[src/rtl/sprite_fifo_if.sv]
// ============================================================================
// Module   : sprite_fifo_if
// Brief    : Fetcher/mixer bus for sprite_fifo (push group in, slot-0 pixel out)
// Revision : 1.0
// ============================================================================
`default_nettype none

interface sprite_fifo_if;
  logic            valid_pixels_in;
  logic [7:0][1:0] pixels_in;
  logic            palette_in;
  logic            priority_in;
  logic            x_flip_in;
  logic            pop_in;
  logic            flush_in;
  logic            empty_out;
  logic [3:0]      count_out;
  logic            pixel_valid_out;
  logic [1:0]      pixel_out;
  logic            palette_out;
  logic            priority_out;

  modport slave (
    input  valid_pixels_in, pixels_in, palette_in, priority_in, x_flip_in,
    input  pop_in, flush_in,
    output empty_out, count_out, pixel_valid_out, pixel_out, palette_out,
    output priority_out
  );

  modport master (
    output valid_pixels_in, pixels_in, palette_in, priority_in, x_flip_in,
    output pop_in, flush_in,
    input  empty_out, count_out, pixel_valid_out, pixel_out, palette_out,
    input  priority_out
  );
endinterface

`default_nettype wire

[src/rtl/sprite_fifo.sv]
// ============================================================================
// Module   : sprite_fifo
// Brief    : 8-slot sprite pixel FIFO with transparent-pixel merge on push.
//            Optional horizontal flip at push: define SPRITE_FIFO_XFLIP_EN.
// Revision : 1.0
// ============================================================================
`default_nettype none

module sprite_fifo #(
  parameter int DEPTH = 8
) (
  input  wire logic    clk_in,
  input  wire logic    rst_n_in,
  input  wire logic    tclk_in,
  sprite_fifo_if.slave bus
);

  localparam logic [3:0] c_FULL = 4'(DEPTH);

  logic [1:0] r_colour [DEPTH];
  logic       r_pal    [DEPTH];
  logic       r_prio   [DEPTH];
  logic [3:0] r_count;

  logic       w_pop;
  logic       w_push;
  logic [3:0] w_cnt_pop;
  logic [3:0] w_count_nxt;

  logic [1:0] w_sh_col  [DEPTH];
  logic       w_sh_pal  [DEPTH];
  logic       w_sh_prio [DEPTH];
  logic [1:0] w_new_col [DEPTH];
  logic [1:0] w_col_nxt [DEPTH];
  logic       w_pal_nxt [DEPTH];
  logic       w_prio_nxt[DEPTH];

  assign w_pop     = tclk_in & bus.pop_in & (r_count != 4'd0);
  assign w_push    = tclk_in & bus.valid_pixels_in;
  assign w_cnt_pop = r_count - {3'b000, w_pop};

  always_comb begin
    w_count_nxt = w_cnt_pop;
    if (bus.flush_in)
      w_count_nxt = 4'd0;
    else if (w_push)
      w_count_nxt = c_FULL;
  end

`ifndef SPRITE_FIFO_XFLIP_EN
  logic w_unused_xflip;
  assign w_unused_xflip = bus.x_flip_in;
`endif

  genvar gi;
  for (gi = 0; gi < DEPTH; gi++) begin : g_slot
    logic w_load;

    // Pop is applied first; the push then merges into the shifted contents.
    if (gi < DEPTH - 1) begin : g_mid
      assign w_sh_col[gi]  = w_pop ? r_colour[gi+1] : r_colour[gi];
      assign w_sh_pal[gi]  = w_pop ? r_pal[gi+1]    : r_pal[gi];
      assign w_sh_prio[gi] = w_pop ? r_prio[gi+1]   : r_prio[gi];
    end else begin : g_top
      assign w_sh_col[gi]  = w_pop ? 2'b00 : r_colour[gi];
      assign w_sh_pal[gi]  = w_pop ? 1'b0  : r_pal[gi];
      assign w_sh_prio[gi] = w_pop ? 1'b0  : r_prio[gi];
    end

`ifdef SPRITE_FIFO_XFLIP_EN
    assign w_new_col[gi] = bus.x_flip_in ? bus.pixels_in[DEPTH-1-gi] : bus.pixels_in[gi];
`else
    assign w_new_col[gi] = bus.pixels_in[gi];
`endif

    // Empty slots take the new pixel; occupied ones only lose a transparent pixel.
    assign w_load = w_push &&
                    ((4'(gi) >= w_cnt_pop) ||
                     ((w_sh_col[gi] == 2'b00) && (w_new_col[gi] != 2'b00)));

    always_comb begin
      w_col_nxt[gi]  = w_sh_col[gi];
      w_pal_nxt[gi]  = w_sh_pal[gi];
      w_prio_nxt[gi] = w_sh_prio[gi];
      if (bus.flush_in) begin
        w_col_nxt[gi]  = 2'b00;
        w_pal_nxt[gi]  = 1'b0;
        w_prio_nxt[gi] = 1'b0;
      end else if (w_load) begin
        w_col_nxt[gi]  = w_new_col[gi];
        w_pal_nxt[gi]  = bus.palette_in;
        w_prio_nxt[gi] = bus.priority_in;
      end
    end
  end

  always_ff @(posedge clk_in or negedge rst_n_in) begin
    if (!rst_n_in) begin
      r_count <= 4'd0;
      for (int i = 0; i < DEPTH; i++) begin
        r_colour[i] <= 2'b00;
        r_pal[i]    <= 1'b0;
        r_prio[i]   <= 1'b0;
      end
    end else if (tclk_in) begin
      r_count <= w_count_nxt;
      for (int i = 0; i < DEPTH; i++) begin
        r_colour[i] <= w_col_nxt[i];
        r_pal[i]    <= w_pal_nxt[i];
        r_prio[i]   <= w_prio_nxt[i];
      end
    end
  end

  assign bus.empty_out       = (r_count == 4'd0);
  assign bus.count_out       = r_count;
  assign bus.pixel_valid_out = (r_count != 4'd0);
  assign bus.pixel_out       = (r_count != 4'd0) ? r_colour[0] : 2'b00;
  assign bus.palette_out     = (r_count != 4'd0) ? r_pal[0]    : 1'b0;
  assign bus.priority_out    = (r_count != 4'd0) ? r_prio[0]   : 1'b0;

endmodule

`default_nettype wire

[src/flat_wrapper.sv]
// flat-port wrapper written by rule: the top's interface ports become plain ports
module sprite_fifo_flat 
#(
  parameter int DEPTH = 8
)
  (clk_in, rst_n_in, tclk_in, bus_valid_pixels_in, bus_pixels_in, bus_palette_in, bus_priority_in, bus_x_flip_in, bus_pop_in, bus_flush_in, bus_empty_out, bus_count_out, bus_pixel_valid_out, bus_pixel_out, bus_palette_out, bus_priority_out);
  sprite_fifo_if bus_i ();
  input  wire logic clk_in;
  input  wire logic rst_n_in;
  input  wire logic tclk_in;
  input wire logic [$bits(bus_i.valid_pixels_in)-1:0] bus_valid_pixels_in;
  input wire logic [$bits(bus_i.pixels_in)-1:0] bus_pixels_in;
  input wire logic [$bits(bus_i.palette_in)-1:0] bus_palette_in;
  input wire logic [$bits(bus_i.priority_in)-1:0] bus_priority_in;
  input wire logic [$bits(bus_i.x_flip_in)-1:0] bus_x_flip_in;
  input wire logic [$bits(bus_i.pop_in)-1:0] bus_pop_in;
  input wire logic [$bits(bus_i.flush_in)-1:0] bus_flush_in;
  output wire logic [$bits(bus_i.empty_out)-1:0] bus_empty_out;
  output wire logic [$bits(bus_i.count_out)-1:0] bus_count_out;
  output wire logic [$bits(bus_i.pixel_valid_out)-1:0] bus_pixel_valid_out;
  output wire logic [$bits(bus_i.pixel_out)-1:0] bus_pixel_out;
  output wire logic [$bits(bus_i.palette_out)-1:0] bus_palette_out;
  output wire logic [$bits(bus_i.priority_out)-1:0] bus_priority_out;
  assign bus_i.valid_pixels_in = bus_valid_pixels_in;
  assign bus_i.pixels_in = bus_pixels_in;
  assign bus_i.palette_in = bus_palette_in;
  assign bus_i.priority_in = bus_priority_in;
  assign bus_i.x_flip_in = bus_x_flip_in;
  assign bus_i.pop_in = bus_pop_in;
  assign bus_i.flush_in = bus_flush_in;
  assign bus_empty_out = bus_i.empty_out;
  assign bus_count_out = bus_i.count_out;
  assign bus_pixel_valid_out = bus_i.pixel_valid_out;
  assign bus_pixel_out = bus_i.pixel_out;
  assign bus_palette_out = bus_i.palette_out;
  assign bus_priority_out = bus_i.priority_out;
  sprite_fifo #(.DEPTH(DEPTH)) u_core (.clk_in(clk_in), .rst_n_in(rst_n_in), .tclk_in(tclk_in), .bus(bus_i));
endmodule
[config.mk]
export PLATFORM = sky130hd
export DESIGN_NAME = sprite_fifo_flat
export DESIGN_NICKNAME = d
export VERILOG_FILES = /design/src/rtl/sprite_fifo_if.sv /design/src/rtl/sprite_fifo.sv /design/src/flat_wrapper.sv
export SDC_FILE = /design/constraint.sdc
export NUM_CORES = 1
export LEC_CHECK = 0
export CAP_MARGIN = 10
export CORE_UTILIZATION = 30
export CTS_CLUSTER_SIZE = 30
export DETAILED_ROUTE_END_ITERATION = 12
export PLACE_DENSITY = 0.54
export SYNTH_ARGS = -nofsm -noshare
export SYNTH_HDL_FRONTEND = slang
export SYNTH_SLANG_ARGS = --single-unit
[constraint.sdc]
create_clock -name clk_in -period 4 [get_ports clk_in]
set_input_delay 1 -clock clk_in [delete_from_list [all_inputs] [get_ports clk_in]]
set_output_delay 1 -clock clk_in [all_outputs]
set_load 0.01 [all_outputs]
# ---- Yosys cells after proc, flatten, opt, wreduce, memory -nomap -nowiden
# Cells that the tools add are included.
dict set report totals {
  regBits 36
  out_inout_bits 10
  inputBits 25
  elab_cells 171
}
dict set report classes {
  n_reduce_logical 58
  n_addsub 1
  magnitude_cmp 8
  n_mux 76
  n_bitwise 3
}
# operator count
set op_table {}
lappend op_table {{$mux W2} 25}
lappend op_table {{$mux W1} 49}
lappend op_table {{$reduce_bool A3 Y1} 8}
lappend op_table {{$ge A3 B4 Y1 const A} 4}
lappend op_table {{$logic_and A1 B1 Y1} 16}
lappend op_table {{$logic_not A2 Y1} 8}
lappend op_table {{$reduce_and A2 Y1} 8}
lappend op_table {{$reduce_bool A2 Y1} 8}
lappend op_table {{$ge A1 B4 Y1 const A} 2}
lappend op_table {{$ge A2 B4 Y1 const A} 2}
lappend op_table {{$logic_or A1 B1 Y1} 8}
lappend op_table {{$mux W4} 2}
lappend op_table {{$logic_not A4 Y1} 1}
lappend op_table {{$reduce_bool A4 Y1} 1}
lappend op_table {{$sub A4 B1 Y4} 1}
lappend op_table {{$and A1 B1 Y1} 3}

# ---- Logic depth before layout (Yosys ltp)
# Gate-level depths: netlist of the first run.
dict set report depth {
  word_depth 9
  ltp_mapped 16
  ltp_nobuf 11
}

# ---- Least setup slack after synthesis of the first run
# No wires, ideal clock.
dict set report synth_timing {
  kind {register to register}
  startpoint {register u_core.r_count[3] (netlist: u_core.bus.count_out[3])}
  endpoint {register u_core.r_colour[11] (netlist bit)}
  setup_time_ps 75
  period_less_slack_ps 3423
  n_path_buf 5
  arrival_time_ps 3348
  slack_ps 577
  stages_incl_launch_ff 16
  cell_sequence {dfrtp_1 > buf_6 > or4_4 > buf_6 > nand3_4 > inv_2 > buf_4 > buf_2 > ha_1 > ha_1 > buf_1 > o31ai_1 > o211ai_1 > a31o_4 > a311o_1 > o21ai_2}
}
dict set report synth_between {
  elab_chain_len 9
  word_cells_on_any_way 11
  classes_between {add/sub: 1; order compare: 1; mux: 3; bitwise: 1; reduce/logical: 5}
}
# element line_no
set synth_lines {}
lappend synth_lines {{start: declaration} sprite_fifo.sv:23} ;# logic [3:0] r_count;
lappend synth_lines {{start signal: assignment} sprite_fifo.sv:106} ;# r_count <= w_count_nxt;
lappend synth_lines {{$reduce_bool A4 Y1 *} n/a}
lappend synth_lines {{net bus_pixel_valid_out} flat_wrapper.sv:20} ;# output wire logic [$bits(bus_i.pixel_valid_out)-1:0] bus_pixel_valid_out;
lappend synth_lines {{$and A1 B1 Y1 *} sprite_fifo.sv:38} ;# assign w_pop = tclk_in & bus.pop_in & (r_count != 4'd0);
lappend synth_lines {{branches (longest 5 deep; another with $sub A4 B1 Y4)} n/a}
lappend synth_lines {{$mux W2 *} sprite_fifo.sv:89} ;# end else if (w_load) begin
lappend synth_lines {{$mux W2 *} sprite_fifo.sv:85} ;# if (bus.flush_in) begin
lappend synth_lines {{end signal: indexed assignment} sprite_fifo.sv:108} ;# r_colour[i] <= w_col_nxt[i];
lappend synth_lines {{end: declaration} sprite_fifo.sv:20} ;# logic [1:0] r_colour [DEPTH];
# Mark *: on every way through the listed nets, which the timed path passes.
# A chain may end at the register's enable or synchronous reset.

# ---- Worst setup path in the final report of the first run
dict set report layout_timing {
  startpoint {input tclk_in}
  endpoint {register u_core.r_colour[10] (netlist bit)}
}
dict set report layout_between {
  elab_chain_len 9
  word_cells_on_any_way 12
  classes_between {add/sub: 1; order compare: 1; mux: 3; bitwise: 3; reduce/logical: 4}
}
# element line_no
set layout_lines {}
lappend layout_lines {{start: declaration} flat_wrapper.sv:10} ;# input wire logic tclk_in;
lappend layout_lines {{branches (longest 9 deep; another with $sub A4 B1 Y4)} n/a}
# Several ways; the timed one is not identified.

==> flow_summary.toml, run 1 <==
[timing]
fin_crit_ps = 3320
grt_setup_unrepaired = "no"
worst_pin_slew_ps = 829
finalCritPeriodShare = 0.830
slew_headroom = 0.447
finalClockSkew_ps = 7.35
hold_violations = 0
setup_viol = 0
tns_ps = 0
maxSlewViolCount = 0
timing.fmax_mhz = 301

[routing]
first_pass_iters = 4
drc = 0
first_iter_violations = 104
avgViaCountPerCell = 5.47
wl_per_cell_um = 16.4
postRouteAntennaNets = 0
vias = 2151
wl_um = 6460

[floorplan]
placementRows = 32
ioPinCount = 35
die_area_mm2 = 0.00849
die_y_um = 92.2
core_area_mm2 = 0.00781
start_util = 0.312
die_w_um = 92.2

[worst_setup_path]
cpLargestDelayFamily = "compound AO/OA/AOI/OAI gates"
critPathRequiredTime_ps = 4230
worst-path-buf-inv = 2
critPathKind = "input port to flip-flop"
crit_chain = "clkdlybuf4s50_1, nand3_4, inv_2, ha_1, ha_1, o31ai_1, o211ai_1, a31o_4, a311oi_1, a21o_1"
end_kind = "flip-flop"
start_kind = "input port"
cp_max_fo = 8
critPathArrivalTime_ps = 3550
rrSetupSlack_ps = 720
critPathMostFrequentCell = "ha_1"
critPathMaxStageDelay_ps = 480
cp_slowest_cell = "o31ai_1"

[final_layout]
final_cell_mix = "38 x nand2_1, 36 x dfrtp_1, 32 x clkdlybuf4s50_1"
instances_no_fill = 393
utilization = 0.371
area_growth_pct = 18.9
regArea_um2 = 901
multi_input_area_mm2 = 0.00137
nets = 317
layout_commonest_cell = "nand2_1"
n_fill_cell = 813
fin_area_mm2 = 0.00290
antenna_cells = 0
drive_gt1_frac = 0.0962

[placed_design]
gp_congestion = 0.842
dpl.cell_count = 385
postPlaceCellArea_mm2 = 0.00279
place_hpwl_um = 4460
port_buffers = 33

[pwr]
power_frac_seq = 0.414
intPower_uw = 739
ir_drop_mv = 0.125
p_comb_frac = 0.289
finalPower_uw = 1090
powerDensity_mw_per_mm2 = 377
clockPowerShare = 0.297
leakage_uw = 0.00114
sw_frac_of_total = 0.324
switchingPower_uw = 355

[clock_network]
cts_buffer_depth = 2
cts_made_buffers = 5
clock_sinks = 36
cts_tree = "done"
clk_pin_slew_ps = 70
cts_resized = 0
cts-root-buf = "clkbuf_8"
ctsHoldBuffers = 0
clk_latency_ps = 290
htreeDepth = 2
post_cts_buffers = 0

[synthesis]
synth_area_mm2 = 0.00244
syn_avg_cell_area_um2 = 9.17
synth_cell_types = 49
synthCells = 266
syn-num-nets = 293
synth_warnings = 0
ys_seq_area_frac = 0.369
ys_ff_latch = 36

[grt]
antenna_found_initial = 0
grt_max_degree = 37
grtUsageTotal = 0.162
grt.overflow.total = 0
grt_pass1_wl_um = 10700
grt_pass1_vias = 2040

[flow_run]
drv_cap = 0

[min_path]
hold_class = "flip-flop to flip-flop"

[outcome]
status = "completed"
==> metal layers <==
| metal | vias up | GRT usage | wire length [um] |
|---|---|---|---|
| li1 | 1042 | - | - |
| met5 | - | 0 | 0 |
| met2 | 56 | 0.248 | 2950 |
| met4 | 0 | 0.0534 | 58 |
| met1 | 1048 | 0.227 | 3150 |
| met3 | 5 | 0.0299 | 298 |
==> Yosys cell counts (all sizes together) <==
| cell type | number | share of area |
|---|---|---|
| clkbuf | 7 | 0.011 |
| a221o | 2 | 0.0082 |
| a22o | 2 | 0.0072 |
| nor3 | 1 | 0.0021 |
| dfrtp | 36 | 0.37 |
| o2bb2ai | 6 | 0.022 |
| nor3b | 1 | 0.0031 |
| ha | 2 | 0.010 |
| nor2b | 2 | 0.0051 |
| a21oi | 22 | 0.059 |
| a31o | 2 | 0.014 |
| a311oi | 7 | 0.025 |
| a211o | 1 | 0.0036 |
| a311o | 1 | 0.0041 |
| o41ai | 1 | 0.0036 |
| inv | 11 | 0.017 |
| mux2i | 16 | 0.066 |
| nor4b | 2 | 0.0072 |
| o31ai | 3 | 0.0092 |
| nand3 | 11 | 0.028 |
| nand2b | 4 | 0.010 |
| nor2 | 12 | 0.018 |
| or4 | 3 | 0.011 |
| a2bb2oi | 1 | 0.0036 |
| xor2 | 1 | 0.0036 |
| a221oi | 8 | 0.029 |
| xnor2 | 2 | 0.0072 |
| buf | 13 | 0.042 |
| o221ai | 5 | 0.023 |
| nand2 | 38 | 0.058 |
| or3 | 1 | 0.0026 |
| o22ai | 9 | 0.023 |
| o21ai | 17 | 0.036 |
| o211ai | 6 | 0.030 |
| and2 | 6 | 0.015 |
| a21o | 4 | 0.012 |
==> power by group through the flow <==
| stage | Combinational (uW) | Clock (uW) | Sequential [uW] |
|---|---|---|---|
| finish | 316 | 325 | 453 |
| detailed placement | 317 | 0 | 459 |
| floorplan | 230 | 0 | 446 |
| CTS | 318 | 337 | 452 |
| global placement | 315 | 0 | 459 |
| global route | 353 | 345 | 460 |
==> logic make-up (layout without fill, tap and decap cells) <==
logic type | count (synthesis) | after routing | synth area share
buffers and inverters | 31 | 56 | 0.0698
XOR/XNOR | 3 | 3 | 0.0108
flip-flops | 36 | 36 | 0.369
AO/OA/AOI/OAI | 97 | 97 | 0.313
AND/OR/NAND/NOR | 81 | 81 | 0.161
adder cells (fa/ha/maj) | 2 | 2 | 0.0103
multiplexers | 16 | 16 | 0.0657
==> sequential cells by signal, indices dropped and copies added (netlist names) <==
name and cells:
u_core.r_colour 16, u_core.r_pal 8, u_core.r_prio 8, u_core.bus.count_out 4
==> stage by stage <==
step	hold slack, ps	setup slack (ps)
6_report	532	681
5_1_grt	547	465
4_1_cts	536	727
3_5_place_dp	521	423
3_3_place_gp	516	495
2_1_floorplan	490	577
==> area by class of cell <==
type | count | share of cell area
multi-input combinational | 199 | 0.472
timing repair buffer | 37 | 0.123
clock buffer | 6 | 0.0250
sequential | 36 | 0.311
inverter | 11 | 0.0142
tap | 102 | 0.0440
clock inverter | 2 | 0.0121
==> path summary, 6_finish.rpt <==
check	from	end	depth (start not counted)
setup reg to reg	u_core.bus.count_out[3]$_DFFE_PN0P_	u_core.r_colour[10]$_DFFE_PN0P_	10
max in group asynchronous	rst_n_in	u_core.r_colour[12]$_DFFE_PN0P_	1
min in group asynchronous	rst_n_in	u_core.r_pal[3]$_DFFE_PN0P_	1
hold reg to reg	u_core.r_pal[0]$_DFFE_PN0P_	u_core.r_pal[0]$_DFFE_PN0P_	2
setup / recovery	tclk_in	u_core.r_colour[10]$_DFFE_PN0P_	10
hold / removal	u_core.r_pal[0]$_DFFE_PN0P_	u_core.r_pal[0]$_DFFE_PN0P_	2
==> worst min-delay path, cell delays in order, from the launching register on <==
cell	delay, ps
dfrtp_1	390
nand2_1	60
mux2i_1	50
(Power assumes the default switching activity.)
==> run 2: changes to the inputs <==
- clock period: 4 -> 3.1 ns (I/O delays scaled with it)
==> run 2 against run 1 <==
Setup slack worse by 430 ps. Register-to-register slack lost 440 ps. Count of clock-buffer cells in the layout is 1 higher. Flip-flop and latch count unchanged. Final area is 3.1% higher. Non-clock buffer count increased by 10. First-iteration DRC count increased by 34%. Worst hold slack gained 3.0 ps.
==> flow_summary.toml, run 2 (synthesis results as in run 1) <==
[min_path]
min_from = "u_core.r_prio[0]$_DFFE_PN0P_"
hold-path-endpoint = "u_core.r_prio[0]$_DFFE_PN0P_"
hold_class = "flip-flop to flip-flop"
holdPathStages = 2

[clock_network]
clock_sinks = 36
ctsHoldBuffers = 0
clk_pin_slew_ps = 80
htreeDepth = 2
clk_latency_ps = 290
cts-root-buf = "clkbuf_8"
post_cts_buffers = 0
cts_made_buffers = 5
cts_resized = 0
cts_buffer_depth = 2
cts_tree = "done"

[routing]
drc = 0
vias = 2180
wl_um = 6440
postRouteAntennaNets = 0
wl_per_cell_um = 16.0
avgViaCountPerCell = 5.41
first_pass_iters = 4
first_iter_violations = 139

[grt]
antenna_found_initial = 0
grtUsageTotal = 0.163
grt_max_degree = 37
grt_pass1_wl_um = 10900
grt_pass1_vias = 2076
grt.overflow.total = 0

[final_layout]
largest_register_ffs = 16
nets = 327
n_fill_cell = 813
antenna_cells = 0
drive_gt1_frac = 0.136
layout_commonest_cell = "nand2_1"
top_regs = "u_core.r_colour (16), u_core.r_pal (8), u_core.r_prio (8)"
multi_input_area_mm2 = 0.00140
regArea_um2 = 901
area_growth_pct = 22.6
final_cell_mix = "38 x nand2_1, 36 x dfrtp_1, 32 x clkdlybuf4s50_1"
top_register = "u_core.r_colour"

[timing]
worst_pin_slew_ps = 833
finalClockSkew_ps = 8.68
hold_violations = 0
timing.fmax_mhz = 351
slew_headroom = 0.445
fin_crit_ps = 2850
tns_ps = 0
setup_viol = 0
grt_setup_unrepaired = "no"
maxSlewViolCount = 0
finalCritPeriodShare = 0.920
fin_ws_ps = 249

[pwr]
leakage_uw = 0.00118
ir_drop_mv = 0.196
powerDensity_mw_per_mm2 = 460
finalPower_uw = 1380

[floorplan]
ioPinCount = 35
core_area_mm2 = 0.00781
die_w_um = 92.2
start_util = 0.312
placementRows = 32
die_y_um = 92.2
die_area_mm2 = 0.00849

[worst_setup_path]
critPathArrivalTime_ps = 2080
reg2regPathDepth = 11
r2r_start = "u_core.bus.count_out[1]$_DFFE_PN0P_"
r2r-end = "u_core.r_colour[10]$_DFFE_PN0P_"
cp_max_fo = 7
critPathRequiredTime_ps = 2320
end_kind = "output pin"
rrSetupSlack_ps = 280
start_kind = "flip-flop"
critPathKind = "flip-flop to output pin"

[placed_design]
dp_slack_ps = 43.4
gp_congestion = 0.801
place_hpwl_um = 4660
port_buffers = 33

[flow_run]
drv_cap = 0

[outcome]
status = "completed"
run 2: cell count changes in the layout (fill, tap and decap cells not counted), sizes merged:
cell | before | now
buf | 5 | 15
bufinv | 1 | 0
clkbuf | 6 | 7
clkinv | 1 | 0
clkinvlp | 0 | 1
run 2: how the worst max path moves through the flow:
stage	from	to	slack, ps	cells after the start
3_3_place_gp	bus_pop_in	u_core.r_colour[6]$_DFFE_PN0P_	40	10
6_report	u_core.bus.count_out[1]$_DFFE_PN0P_	bus_empty_out	250	3
5_1_grt	u_core.bus.count_out[1]$_DFFE_PN0P_	u_core.r_prio[2]$_DFFE_PN0P_	130	12
2_1_floorplan	u_core.bus.count_out[3]$_DFFE_PN0P_	u_core.r_colour[10]$_DFFE_PN0P_	5	16
3_5_place_dp	bus_pop_in	u_core.r_colour[6]$_DFFE_PN0P_	40	10
4_1_cts	u_core.bus.count_out[1]$_DFFE_PN0P_	bus_empty_out	240	3
run 2: through the flow:
| step | hold slack (ps) | utilization | cell area (um^2) | std cells |
|---|---|---|---|---|
| after floorplan | 479 | - | 2480 | 266 |
| after global placement | 516 | 0.371 | 2900 | 395 |
| final | 535 | 0.383 | 2990 | 403 |
| after detailed placement | 524 | 0.371 | 2900 | 395 |
| after CTS | 535 | 0.383 | 2990 | 403 |
| after global routing | 552 | 0.383 | 2990 | 403 |
run 2: layout make-up:
| cell class | count | area share |
|---|---|---|
| clock buffers | 7 | 0.0289 |
| clock inverters | 1 | 0.00251 |
| inverters | 11 | 0.0138 |
| multi-input cells | 199 | 0.467 |
| flip-flops and latches | 36 | 0.301 |
| well taps | 102 | 0.0427 |
| repair buffers | 47 | 0.144 |
run 2: critical path: stages (launching register included):
cell	delay [ps]
dfrtp_1	440
or4_4	620
inv_2	160
clkdlybuf4s50_1	560
run 2: where the power goes:
part	total, uW	switching (uW)	internal [uW]
clock	365	184	181
sequential	579	48.2	531
combinational	431	233	199
total	1380	465	911
run 2: metal layers:
| metal | wire length [um] | global-route usage |
|---|---|---|
| met4 | 69 | 0.0430 |
| met5 | 0 | 0 |
| met2 | 2800 | 0.243 |
| met3 | 304 | 0.0323 |
| met1 | 3260 | 0.240 |
